<file path="src/rtl/rr_arbiter_pkg.sv">
// rr_arbiter_pkg: shared types and constants for the round-robin arbiter.
// The optional grant timeout is enabled by defining RR_ARB_TIMEOUT_EN.
package rr_arbiter_pkg;

  // Arbiter state encoding: IDLE = 0 (no owner), BUSY = 1 (owner = grant_id).
  typedef enum logic {
    RR_IDLE = 1'b0,
    RR_BUSY = 1'b1
  } rr_state_t;

  // Grant index is always carried zero-extended to this width.
  localparam int GID_W = 8;

endpackage : rr_arbiter_pkg

</file>
<file path="src/rtl/rr_arbiter_prio_enc.sv">
// prio_enc: most-significant-set-bit search over 2^WIDTH_LOG inputs.
// Purely combinational; the index output is zero-extended to 8 bits.
module prio_enc
  import rr_arbiter_pkg::*;
#(
  parameter int WIDTH_LOG = 2
) (
  input  logic [(1<<WIDTH_LOG)-1:0] i_vec,
  output logic [GID_W-1:0]          o_idx,
  output logic                      o_valid
);

  localparam int N = 1 << WIDTH_LOG;

  // Scan upward so the highest set bit is the last one written.
  always_comb begin
    o_idx   = '0;
    o_valid = 1'b0;
    for (int i = 0; i < N; i++) begin
      if (i_vec[i]) begin
        o_idx   = GID_W'(i);
        o_valid = 1'b1;
      end
    end
  end

endmodule : prio_enc

</file>
<file path="src/rtl/rr_arbiter.sv">
// rr_arbiter: round-robin arbiter for one shared resource, N = 2^WIDTH_LOG
// requesters. Grants are registered and held until the owner drops req.
// Define RR_ARB_TIMEOUT_EN to revoke grants held longer than MAX_HOLD cycles
// and block the offender until it releases its request.
module rr_arbiter
  import rr_arbiter_pkg::*;
#(
  parameter int WIDTH_LOG = 2,
  parameter int MAX_HOLD  = 16
) (
  input  logic                      i_clk,
  input  logic                      i_rst,
  input  logic [(1<<WIDTH_LOG)-1:0] i_req,
  output logic [(1<<WIDTH_LOG)-1:0] o_grant,
  output logic                      o_grant_valid,
  output logic [GID_W-1:0]          o_grant_id,
  output logic                      o_timeout
);

  localparam int N = 1 << WIDTH_LOG;

  rr_state_t        r_state;
  logic [N-1:0]     r_grant;
  logic             r_grant_valid;
  logic [GID_W-1:0] r_grant_id;
  logic [GID_W-1:0] r_last;
  logic             r_timeout;

  logic [N-1:0]     w_req_eff;
  logic [N-1:0]     w_low_mask;
  logic [N-1:0]     w_low;
  logic [N-1:0]     w_pe_in;
  logic [GID_W-1:0] w_win;
  logic             w_win_valid;
  logic [N-1:0]     w_onehot;
  logic             w_owner_req;

`ifdef RR_ARB_TIMEOUT_EN
  localparam int HOLD_W = ($clog2(MAX_HOLD + 1) > 8) ? $clog2(MAX_HOLD + 1) : 8;

  logic [HOLD_W-1:0] r_hold;
  logic [N-1:0]      r_block;

  assign w_req_eff = i_req & ~r_block;
`else
  logic w_unused_cfg;

  // MAX_HOLD only matters when the timeout is built in.
  assign w_unused_cfg = ^MAX_HOLD;
  assign w_req_eff    = i_req;
`endif

  // Requesters strictly below the last owner get first pick.
  always_comb begin
    w_low_mask = '0;
    for (int i = 0; i < N; i++) begin
      w_low_mask[i] = (i < int'(r_last));
    end
  end

  assign w_low       = w_req_eff & w_low_mask;
  assign w_pe_in     = (|w_low) ? w_low : w_req_eff;
  assign w_owner_req = i_req[r_grant_id[WIDTH_LOG-1:0]];

  prio_enc #(
    .WIDTH_LOG(WIDTH_LOG)
  ) u_prio_enc (
    .i_vec  (w_pe_in),
    .o_idx  (w_win),
    .o_valid(w_win_valid)
  );

  // One-hot decode of the winning index.
  always_comb begin
    w_onehot = '0;
    w_onehot[w_win[WIDTH_LOG-1:0]] = 1'b1;
  end

  // Arbitration state machine with registered outputs.
  always_ff @(posedge i_clk) begin
    if (i_rst) begin
      r_state       <= RR_IDLE;
      r_grant       <= '0;
      r_grant_valid <= 1'b0;
      r_grant_id    <= '0;
      r_last        <= '0;
      r_timeout     <= 1'b0;
`ifdef RR_ARB_TIMEOUT_EN
      r_hold        <= '0;
      r_block       <= '0;
`endif
    end else begin
      r_timeout <= 1'b0;
`ifdef RR_ARB_TIMEOUT_EN
      // A blocked requester is forgiven once it has let go of req.
      r_block <= r_block & i_req;
`endif
      case (r_state)
        RR_IDLE: begin
          if (w_win_valid) begin
            r_state       <= RR_BUSY;
            r_grant       <= w_onehot;
            r_grant_valid <= 1'b1;
            r_grant_id    <= w_win;
            r_last        <= w_win;
`ifdef RR_ARB_TIMEOUT_EN
            r_hold        <= HOLD_W'(1);
`endif
          end
        end
        RR_BUSY: begin
          if (!w_owner_req) begin
            r_state       <= RR_IDLE;
            r_grant       <= '0;
            r_grant_valid <= 1'b0;
            r_grant_id    <= '0;
          end
`ifdef RR_ARB_TIMEOUT_EN
          else if (r_hold == HOLD_W'(MAX_HOLD)) begin
            r_state       <= RR_IDLE;
            r_grant       <= '0;
            r_grant_valid <= 1'b0;
            r_grant_id    <= '0;
            r_timeout     <= 1'b1;
            r_block       <= (r_block & i_req) | r_grant;
          end else begin
            r_hold <= r_hold + 1'b1;
          end
`endif
        end
        default: r_state <= RR_IDLE;
      endcase
    end
  end

  assign o_grant       = r_grant;
  assign o_grant_valid = r_grant_valid;
  assign o_grant_id    = r_grant_id;
  assign o_timeout     = r_timeout;

endmodule : rr_arbiter

</file>
<file path="config.mk">
export PLATFORM = sky130hd
export DESIGN_NAME = rr_arbiter
export DESIGN_NICKNAME = d
export VERILOG_FILES = /design/src/rtl/rr_arbiter_pkg.sv /design/src/rtl/rr_arbiter_prio_enc.sv /design/src/rtl/rr_arbiter.sv
export SDC_FILE = /design/constraint.sdc
export NUM_CORES = 1
export LEC_CHECK = 0
export BUFFER_PORTS_ARGS = -buffer_cell sky130_fd_sc_hd__buf_2
export CAP_MARGIN = 20
export CORE_AREA = 2 2 39 41
export DETAILED_ROUTE_END_ITERATION = 6
export DIE_AREA = 0 0 41 43
export GPL_TIMING_DRIVEN = 0
export PLACE_DENSITY = 0.73
export SETUP_SLACK_MARGIN = 0.5
export SLEW_MARGIN = 20
export SYNTH_ARGS = -nofsm -noshare
export SYNTH_HDL_FRONTEND = slang
export SYNTH_SLANG_ARGS = --single-unit
</file>
<file path="constraint.sdc">
create_clock -name i_clk -period 1.8 [get_ports i_clk]
set_input_delay 0.18 -clock i_clk [delete_from_list [all_inputs] [get_ports i_clk]]
set_output_delay 0.18 -clock i_clk [all_outputs]
set_load 0.05 [all_outputs]
</file>
==> impl_metrics.xml, run 1 <==
<?xml version="1.0" encoding="UTF-8"?>
<metrics>
  <group name="setup_path">
    <metric name="crit_path_top_delay_cell" unit="">sky130_fd_sc_hd__mux4_2</metric>
    <metric name="timing.setup.critical_path_class" unit="">flip-flop to flip-flop</metric>
    <metric name="crit_path_max_incr_delay" unit="ps">530</metric>
    <metric name="timing.reg2reg.worst_path_depth" unit="">4</metric>
    <metric name="worst_setup_path_start_kind" unit="">flip-flop</metric>
    <metric name="critical_path.reg2reg.endpoint" unit="">o_grant_id[1]$_SDFFE_PP0P_</metric>
    <metric name="r2r-start" unit="">o_grant_id[0]$_SDFFE_PP0P_</metric>
    <metric name="timing.critical_path.to_type" unit="">flip-flop</metric>
    <metric name="worstPathRequired" unit="ps">1950</metric>
    <metric name="cp_max_fo" unit="">5</metric>
    <metric name="setup.reg_to_reg.worst_slack" unit="ps">420</metric>
    <metric name="crit_chain" unit="">mux4_2, nand2_2, a21oi_4, a22o_1</metric>
    <metric name="timing.critical_path.arrival" unit="ps">1520</metric>
  </group>
  <group name="clocking">
    <metric name="path_clk_slew" unit="ps">70</metric>
    <metric name="clock_tree.buffer_depth" unit="">2</metric>
    <metric name="clock_tree_from_tritoncts" unit="">done</metric>
    <metric name="clockRootBuffer" unit="">sky130_fd_sc_hd__clkbuf_4</metric>
    <metric name="clock_latency" unit="ps">260</metric>
    <metric name="cts_sink_cnt" unit="">10</metric>
    <metric name="cts_buffers" unit="">3</metric>
    <metric name="htree_num_levels" unit="">1</metric>
  </group>
  <group name="hold_path">
    <metric name="worst_min_path_start" unit="">i_rst</metric>
    <metric name="hp-class" unit="">input pin to flip-flop</metric>
    <metric name="hold_end" unit="">r_last[1]$_SDFFE_PP0P_</metric>
    <metric name="whs_path_depth" unit="">2</metric>
  </group>
  <group name="synth">
    <metric name="synth_area" unit="sq um">569.3</metric>
    <metric name="postSynthCellCount" unit="">68</metric>
    <metric name="synth.avg_cell_area" unit="sq um">8.372</metric>
    <metric name="netlist-cell-type-count" unit="">29</metric>
    <metric name="register_bit_total_from_synthesis" unit="">10</metric>
    <metric name="yosysSeqAreaShare" unit="">0.3516</metric>
    <metric name="yosysWarnings" unit="">0</metric>
  </group>
  <group name="power">
    <metric name="power.total" unit="uW">650.1</metric>
    <metric name="max-vdd-ir-drop" unit="uV">460.0</metric>
    <metric name="cellLeakagePower" unit="uW">0.0003413</metric>
    <metric name="power_density" unit="nW/um^2">888.2</metric>
  </group>
  <group name="finish">
    <metric name="insertedDiodeCount" unit="">0</metric>
    <metric name="area.growth.synth_to_final" unit="%">28.57</metric>
    <metric name="fillCellCount" unit="">141</metric>
    <metric name="drive_gt1_frac" unit="">0.3696</metric>
    <metric name="multi_input_area" unit="sq um">337.8</metric>
    <metric name="layout.nets" unit="">99</metric>
    <metric name="seqCellArea" unit="sq um">209.0</metric>
  </group>
  <group name="place">
    <metric name="place.port_buffers" unit="">12</metric>
    <metric name="place.gp.congestion" unit="">0.8489</metric>
    <metric name="place.detailed.hpwl" unit="um">936.6</metric>
  </group>
  <group name="drt">
    <metric name="routed_wirelength" unit="mm">1.242</metric>
    <metric name="detail_route.first_pass.iterations" unit="">4</metric>
    <metric name="drc" unit="">0</metric>
    <metric name="routed_wl_per_cell" unit="um">11.50</metric>
    <metric name="drc_marker_count_from_the_first_detailed_route_iteration" unit="">12</metric>
    <metric name="num_vias" unit="">549</metric>
    <metric name="avgViaCountPerCell" unit="">5.083</metric>
    <metric name="antenna_violating_nets_left" unit="">0</metric>
  </group>
  <group name="job">
    <metric name="max_cap_viol_count" unit="">0</metric>
  </group>
  <group name="run_status">
    <metric name="run_status" unit="">finished, final reports clean</metric>
  </group>
  <group name="floorplanning">
    <metric name="placeableCoreArea" unit="sq um">1384</metric>
    <metric name="rows" unit="">14</metric>
    <metric name="die_w" unit="um">41</metric>
    <metric name="i_o_pins" unit="">20</metric>
    <metric name="die_area" unit="sq um">1763</metric>
    <metric name="fp.dieH" unit="um">43</metric>
    <metric name="floorplan.initialDensity" unit="">0.4114</metric>
  </group>
  <group name="sta">
    <metric name="post-route-period-util" unit="">0.7647</metric>
    <metric name="finalHoldViolations" unit="">0</metric>
    <metric name="timing.setup.tns" unit="ps">0</metric>
    <metric name="setup_viol" unit="">0</metric>
    <metric name="achievable-frequency" unit="MHz">726.5</metric>
    <metric name="final_period_minus_worst_setup_slack" unit="ps">1377</metric>
    <metric name="setup_repair_after_global_routing_missed_its_margin" unit="">true</metric>
    <metric name="final-max-slew-violation-count" unit="">0</metric>
    <metric name="finalClockSkew" unit="ps">12.33</metric>
  </group>
  <group name="grt">
    <metric name="grt.total_usage" unit="">0.1680</metric>
    <metric name="antenna_found_initial" unit="">0</metric>
    <metric name="grt_pass1_vias" unit="">481</metric>
    <metric name="grt_overflow" unit="">0</metric>
    <metric name="grt_max_degree" unit="">9</metric>
    <metric name="grt_pass1_wl" unit="mm">2.035</metric>
  </group>
</metrics>
## worst max-delay path by stage
stage / startpoint / end / slack [ps]
3_3_place_gp: o_grant_id[0]$_SDFFE_PP0P_ / o_grant_id[1]$_SDFFE_PP0P_ / 460
6_report: o_grant_id[0]$_SDFFE_PP0P_ / o_grant_id[1]$_SDFFE_PP0P_ / 420
4_1_cts: o_grant_id[0]$_SDFFE_PP0P_ / o_grant_id[1]$_SDFFE_PP0P_ / 430
5_1_grt: o_grant_id[0]$_SDFFE_PP0P_ / o_grant_id[1]$_SDFFE_PP0P_ / 390
3_5_place_dp: o_grant_id[0]$_SDFFE_PP0P_ / o_grant[2]$_SDFFE_PP0P_ / 450
2_1_floorplan: o_grant_id[0]$_SDFFE_PP0P_ / o_grant_id[1]$_SDFFE_PP0P_ / 370
## kinds of logic (layout without fill, tap and decap cells)
family | Yosys count | after routing | synth area share
simple gates | 24 | 24 | 0.2176
compound gates | 21 | 21 | 0.2528
buf+inv | 10 | 28 | 0.1121
mux | 2 | 2 | 0.05934
other cells | 1 | 7 | 0.006587
flops | 10 | 10 | 0.3516
## flip-flops by register name (all words and copies together) (netlist names)
signal         cells
o_grant_valid      1
r_state            1
r_last             2
o_grant_id         2
o_grant            4
## layout make-up
| class | count | share of cell area |
|---|---|---|
| multi-input combinational | 54 | 0.4615 |
| sequential | 10 | 0.2855 |
| timing repair buffer | 14 | 0.1026 |
| buffer | 7 | 0.07179 |
| clock buffer | 4 | 0.03590 |
| tap | 16 | 0.02735 |
| inverter | 3 | 0.01538 |
## cells in the final DEF, fill, tap and decap left out, types with 2 or more instances in the layout
| cell | instances |
|---|---|
| sky130_fd_sc_hd__buf_2 | 12 |
| sky130_fd_sc_hd__buf_4 | 9 |
| sky130_fd_sc_hd__conb_1 | 7 |
| sky130_fd_sc_hd__dfxtp_1 | 7 |
| sky130_fd_sc_hd__nand2_1 | 6 |
| sky130_fd_sc_hd__a21oi_1 | 5 |
| sky130_fd_sc_hd__nor2_1 | 5 |
| sky130_fd_sc_hd__o21ai_0 | 4 |
| sky130_fd_sc_hd__inv_1 | 3 |
| sky130_fd_sc_hd__nand2b_1 | 3 |
| sky130_fd_sc_hd__clkbuf_4 | 3 |
| sky130_fd_sc_hd__and2_1 | 2 |
| sky130_fd_sc_hd__o21ai_1 | 2 |
| sky130_fd_sc_hd__a22o_1 | 2 |
| sky130_fd_sc_hd__dfxtp_4 | 2 |
## repair_timing
action,4_1_cts,5_1_grt
gates resized for setup,1,2
pin swaps,1,1
hold buffers,0,0
setup endpoints to repair,5,6
hold endpoints to repair,0,0
setup buffers,1,1
## metrics by stage
step	utilization	instance area [sq um]	hold WS (ps)	worst slack, ps	instances
floorplan	-	604.3	249.1	374.8	74
global placement	0.4946	684.4	432.0	457.0	102
detailed placement	0.4946	684.4	433.7	448.1	102
CTS	0.5199	719.4	169.4	427.1	107
global route	0.5289	732.0	209.6	389.3	108
finish	0.5289	732.0	184.9	423.5	108
## where the power goes
| part | internal (uW) | switching [uW] |
|---|---|---|
| logic | 74.1 | 147 |
| registers | 245 | 23.1 |
| clock network | 85.4 | 74.8 |
## cells in the mapped netlist, drive strengths merged
cell / instances / share of area
nor3: 1 / 0.0088
nor2b: 1 / 0.011
and2: 2 / 0.022
dfxtp: 10 / 0.35
o21bai: 1 / 0.013
o32ai: 1 / 0.015
or2: 2 / 0.022
mux2: 1 / 0.020
nand3: 1 / 0.0088
a22o: 2 / 0.031
o21ai: 6 / 0.053
nand2: 7 / 0.051
a211o: 1 / 0.015
nor4: 1 / 0.022
a32o: 1 / 0.018
nand2b: 3 / 0.033
a21o: 1 / 0.013
o221a: 1 / 0.020
conb: 1 / 0.0066
o2bb2ai: 1 / 0.015
buf: 7 / 0.092
inv: 3 / 0.020
mux4: 1 / 0.040
a21oi: 6 / 0.059
nor2: 6 / 0.040
## layer usage
metal	wire length, um	share of wire	track usage	up-vias
li1	-	-	-	273
met1	555	0.45	0.2145	255
met2	573	0.46	0.2469	17
met3	84	0.068	0.02094	4
met4	28	0.023	0.1200	0
met5	0	0	0	-
## worst max-delay path, delay by kind of cell (launching register included)
family | cells | cell delay (ps)
multiplexers | 1 | 530
flip-flops | 1 | 360
AO/OA/AOI/OAI | 2 | 280
AND/OR/NAND/NOR | 1 | 100
Power figures use the tool's default switching activity.
==> run 2, diff against run 1 <==
--- a/config.mk
+++ b/config.mk
@@ -5,6 +5,7 @@
 export SDC_FILE = /design/constraint.sdc
 export NUM_CORES = 1
 export LEC_CHECK = 0
+export ABC_AREA = 1
 export BUFFER_PORTS_ARGS = -buffer_cell sky130_fd_sc_hd__buf_2
 export CAP_MARGIN = 20
 export CORE_AREA = 2 2 39 41
==> constraint.sdc (replaced) <==
create_clock -name i_clk -period 1.3 [get_ports i_clk]
set_input_delay 0.13 -clock i_clk [delete_from_list [all_inputs] [get_ports i_clk]]
set_output_delay 0.13 -clock i_clk [all_outputs]
set_load 0.05 [all_outputs]
==> impl_metrics.xml, run 2 <==
<?xml version="1.0" encoding="UTF-8"?>
<metrics>
  <group name="run_status">
    <metric name="run_status" unit="">finished, final reports clean</metric>
  </group>
  <group name="place">
    <metric name="place.detailed.hpwl" unit="um">860.2</metric>
    <metric name="dpl_worst_slack" unit="ps">157.0</metric>
    <metric name="place.gp.congestion" unit="">0.8198</metric>
    <metric name="place.port_buffers" unit="">11</metric>
  </group>
  <group name="drt">
    <metric name="drc_marker_count_from_the_first_detailed_route_iteration" unit="">10</metric>
    <metric name="avgViaCountPerCell" unit="">5.153</metric>
    <metric name="num_vias" unit="">572</metric>
    <metric name="routed_wl_per_cell" unit="um">12.80</metric>
    <metric name="detail_route.first_pass.iterations" unit="">4</metric>
    <metric name="routed_wirelength" unit="mm">1.421</metric>
    <metric name="antenna_violating_nets_left" unit="">0</metric>
    <metric name="drc" unit="">0</metric>
  </group>
  <group name="synth">
    <metric name="post-synth-top-area-fraction" unit="">0.3501</metric>
    <metric name="synth.avg_cell_area" unit="sq um">7.942</metric>
    <metric name="synth_top_cells_by_area" unit="">sky130_fd_sc_hd__dfxtp_1 (35%), sky130_fd_sc_hd__nand4_1 (9.8%), sky130_fd_sc_hd__buf_4 (9.2%), sky130_fd_sc_hd__nand2_1 (7.9%), sky130_fd_sc_hd__a21oi_1 (7.0%)</metric>
    <metric name="postSynthCellCount" unit="">72</metric>
    <metric name="synth_area_in_adders" unit="">0</metric>
    <metric name="yosysWarnings" unit="">0</metric>
    <metric name="synthFlopType" unit="">sky130_fd_sc_hd__dfxtp_1</metric>
    <metric name="synth_most_common_cell" unit="">sky130_fd_sc_hd__nand2_1</metric>
    <metric name="synth_area" unit="sq um">571.8</metric>
    <metric name="synthXorXnorAreaFrac" unit="">0</metric>
    <metric name="register_bit_total_from_synthesis" unit="">10</metric>
    <metric name="portion_of_netlist_area_occupied_by_mux_cells" unit="">0</metric>
    <metric name="compound_gate_fraction_of_synth_area" unit="">0.1444</metric>
    <metric name="synth.cells.most_frequent" unit="">sky130_fd_sc_hd__nand2_1 (12), sky130_fd_sc_hd__dfxtp_1 (10), sky130_fd_sc_hd__nand4_1 (9)</metric>
    <metric name="main_combinational_cell_family_by_area_after_synthesis" unit="">simple AND/OR/NAND/NOR gates</metric>
    <metric name="ys_async_sr_fraction" unit="">0</metric>
    <metric name="yosysTopAreaCell" unit="">sky130_fd_sc_hd__dfxtp_1</metric>
    <metric name="synthSimpleGateAreaFrac" unit="">0.3479</metric>
    <metric name="netlist-cell-type-count" unit="">20</metric>
    <metric name="yosysSeqAreaShare" unit="">0.3501</metric>
    <metric name="synth-edff-count" unit="">0</metric>
  </group>
  <group name="finish">
    <metric name="drive_gt1_frac" unit="">0.5474</metric>
    <metric name="max_reg_flops" unit="">4</metric>
    <metric name="final_cell_mix" unit="">sky130_fd_sc_hd__nand4_1 (9), sky130_fd_sc_hd__a21oi_1 (8), sky130_fd_sc_hd__nand2_1 (8), sky130_fd_sc_hd__buf_4 (8), sky130_fd_sc_hd__conb_1 (7)</metric>
    <metric name="leading_cell_type_in_the_layout_fill_and_taps_excluded" unit="">sky130_fd_sc_hd__nand4_1</metric>
    <metric name="area.growth.synth_to_final" unit="%">52.30</metric>
    <metric name="insertedDiodeCount" unit="">0</metric>
    <metric name="fillCellCount" unit="">112</metric>
    <metric name="layout.nets" unit="">102</metric>
  </group>
  <group name="sta">
    <metric name="timing.final.ws_setup" unit="ps">123.6</metric>
    <metric name="final-max-slew-violation-count" unit="">0</metric>
    <metric name="post-route-period-util" unit="">0.9050</metric>
    <metric name="final.hold.worst_slack" unit="ps">33.17</metric>
    <metric name="finalClockSkew" unit="ps">4.259</metric>
    <metric name="timing.setup.tns" unit="ps">0</metric>
    <metric name="achievable-frequency" unit="MHz">850.0</metric>
    <metric name="final_period_minus_worst_setup_slack" unit="ps">1176</metric>
    <metric name="finalHoldViolations" unit="">0</metric>
    <metric name="setup_viol" unit="">0</metric>
    <metric name="setup_repair_after_global_routing_missed_its_margin" unit="">true</metric>
  </group>
  <group name="setup_path">
    <metric name="crit_path_max_incr_delay" unit="ps">390</metric>
    <metric name="worstPathRequired" unit="ps">1460</metric>
    <metric name="critical_path.reg2reg.endpoint" unit="">r_state$_SDFF_PP0_</metric>
    <metric name="cp_max_fo" unit="">5</metric>
    <metric name="timing.critical_path.arrival" unit="ps">1340</metric>
    <metric name="crit_chain" unit="">nand2_2, nand2_2, nand2_4, nand3_4, nand2_4, o21bai_1, inv_1</metric>
    <metric name="timing.critical_path.max_delay_family" unit="">simple AND/OR/NAND/NOR gates</metric>
    <metric name="setup.reg_to_reg.worst_slack" unit="ps">120</metric>
    <metric name="timing.setup.critical_path_class" unit="">flip-flop to flip-flop</metric>
    <metric name="r2r-start" unit="">r_last[1]$_SDFFE_PP0P_</metric>
    <metric name="timing.critical_path.to_type" unit="">flip-flop</metric>
    <metric name="worst_setup_path_start_kind" unit="">flip-flop</metric>
    <metric name="timing.reg2reg.worst_path_depth" unit="">7</metric>
    <metric name="crit_path_top_delay_cell" unit="">sky130_fd_sc_hd__dfxtp_4</metric>
    <metric name="critPathBufInv" unit="">1</metric>
  </group>
  <group name="hold_path">
    <metric name="hp-class" unit="">input pin to flip-flop</metric>
    <metric name="worst_min_path_start" unit="">i_rst</metric>
    <metric name="whs_path_depth" unit="">2</metric>
    <metric name="hold_end" unit="">o_grant[3]$_SDFFE_PP0P_</metric>
  </group>
  <group name="clocking">
    <metric name="clock_tree.buffer_depth" unit="">2</metric>
    <metric name="postCtsHoldBufs" unit="">0</metric>
    <metric name="clock_latency" unit="ps">270</metric>
    <metric name="path_clk_slew" unit="ps">70</metric>
    <metric name="clock_tree_from_tritoncts" unit="">done</metric>
    <metric name="htree_num_levels" unit="">1</metric>
    <metric name="cts_buffers" unit="">3</metric>
    <metric name="clockRootBuffer" unit="">sky130_fd_sc_hd__clkbuf_4</metric>
    <metric name="cts_sink_cnt" unit="">10</metric>
  </group>
  <group name="floorplanning">
    <metric name="die_w" unit="um">41</metric>
    <metric name="floorplan.initialDensity" unit="">0.4132</metric>
    <metric name="rows" unit="">14</metric>
    <metric name="placeableCoreArea" unit="sq um">1384</metric>
    <metric name="i_o_pins" unit="">20</metric>
    <metric name="die_area" unit="sq um">1763</metric>
    <metric name="fp.dieH" unit="um">43</metric>
  </group>
  <group name="job">
    <metric name="max_cap_viol_count" unit="">0</metric>
  </group>
  <group name="grt">
    <metric name="grt_overflow" unit="">0</metric>
    <metric name="grt_pass1_wl" unit="mm">2.194</metric>
    <metric name="grt_pass1_vias" unit="">479</metric>
    <metric name="grt.total_usage" unit="">0.1872</metric>
    <metric name="antenna_found_initial" unit="">0</metric>
    <metric name="grt_max_degree" unit="">11</metric>
  </group>
  <group name="power">
    <metric name="max-vdd-ir-drop" unit="uV">864.8</metric>
    <metric name="cellLeakagePower" unit="uW">0.0003807</metric>
    <metric name="power_density" unit="nW/um^2">1329</metric>
  </group>
</metrics>
-- run 2: cell count changes after synthesis, moves of 2 or more --
cell,change
sky130_fd_sc_hd__o21ai_0,-4
sky130_fd_sc_hd__and2_1,-2
sky130_fd_sc_hd__nand3_1,+4
sky130_fd_sc_hd__a22o_1,-2
sky130_fd_sc_hd__nand2_1,+6
sky130_fd_sc_hd__a21oi_1,+3
sky130_fd_sc_hd__or2_1,+2
sky130_fd_sc_hd__nor2_1,-5
sky130_fd_sc_hd__o21ai_1,-2
sky130_fd_sc_hd__nand4_1,+9
sky130_fd_sc_hd__o21ai_2,+2
sky130_fd_sc_hd__nand2b_1,-3
-- run 2: metrics by stage --
stage / instance area (sq um) / total power (uW) / utilization / cells
global route: 870.8 / 1217 / 0.6293 / 111
global placement: 689.4 / 749.3 / 0.4982 / 105
finish: 870.8 / 1157 / 0.6293 / 111
floorplan: 614.3 / 686.0 / - / 78
CTS: 850.8 / 1133 / 0.6148 / 111
detailed placement: 689.4 / 755.5 / 0.4982 / 105
-- run 2: cells by family (layout without fill, tap and decap cells) --
group,Yosys count,after routing
flops,10,10
buf+inv,13,29
simple gates,35,36
other cells,1,7
compound gates,13,13
-- run 2: how the worst max path moves through the flow --
stage,startpoint,to,depth (start not counted)
floorplan,o_grant_id[0]$_SDFFE_PP0P_,o_grant[0]$_SDFFE_PP0P_,6
global placement,r_last[0]$_SDFFE_PP0P_,o_grant_id[1]$_SDFFE_PP0P_,6
detailed placement,r_last[0]$_SDFFE_PP0P_,o_grant_id[0]$_SDFFE_PP0P_,6
CTS,r_last[0]$_SDFFE_PP0P_,o_grant_id[0]$_SDFFE_PP0P_,6
global route,o_grant_id[0]$_SDFFE_PP0P_,r_state$_SDFF_PP0_,6
finish,r_last[1]$_SDFFE_PP0P_,r_state$_SDFF_PP0_,7
-- run 2: final cells by class --
class	instances	area, sq um	area share
inverters	5	18.77	0.02155
plain buffers	8	67.56	0.07759
clock buffers	4	36.28	0.04167
repair buffers	12	121.4	0.1394
flip-flops and latches	10	222.7	0.2557
well taps	16	20.02	0.02299
multi-input cells	56	384.1	0.4411
-- run 2: per-layer routing --
metal / wire (um) / vias to the layer above / GRT usage
met5: 0 / - / 0
met2: 698 / 25 / 0.2656
met4: 54 / 0 / 0.1333
met3: 87 / 8 / 0.03665
met1: 581 / 255 / 0.2409
li1: - / 284 / -
-- run 2: where the power goes --
part           internal [uW]  total (uW)  switching, uW
Sequential               351         401           49.4
Combinational            167         474            307
Clock                    170         282            112
Total                    689        1160            468
-- run 2: repair_timing --
item,in CTS,in global routing
setup buffers,1,0
gates cloned,1,0
pin swaps,0,7
endpoints found under the setup margin,17,17
gates resized for setup,30,6
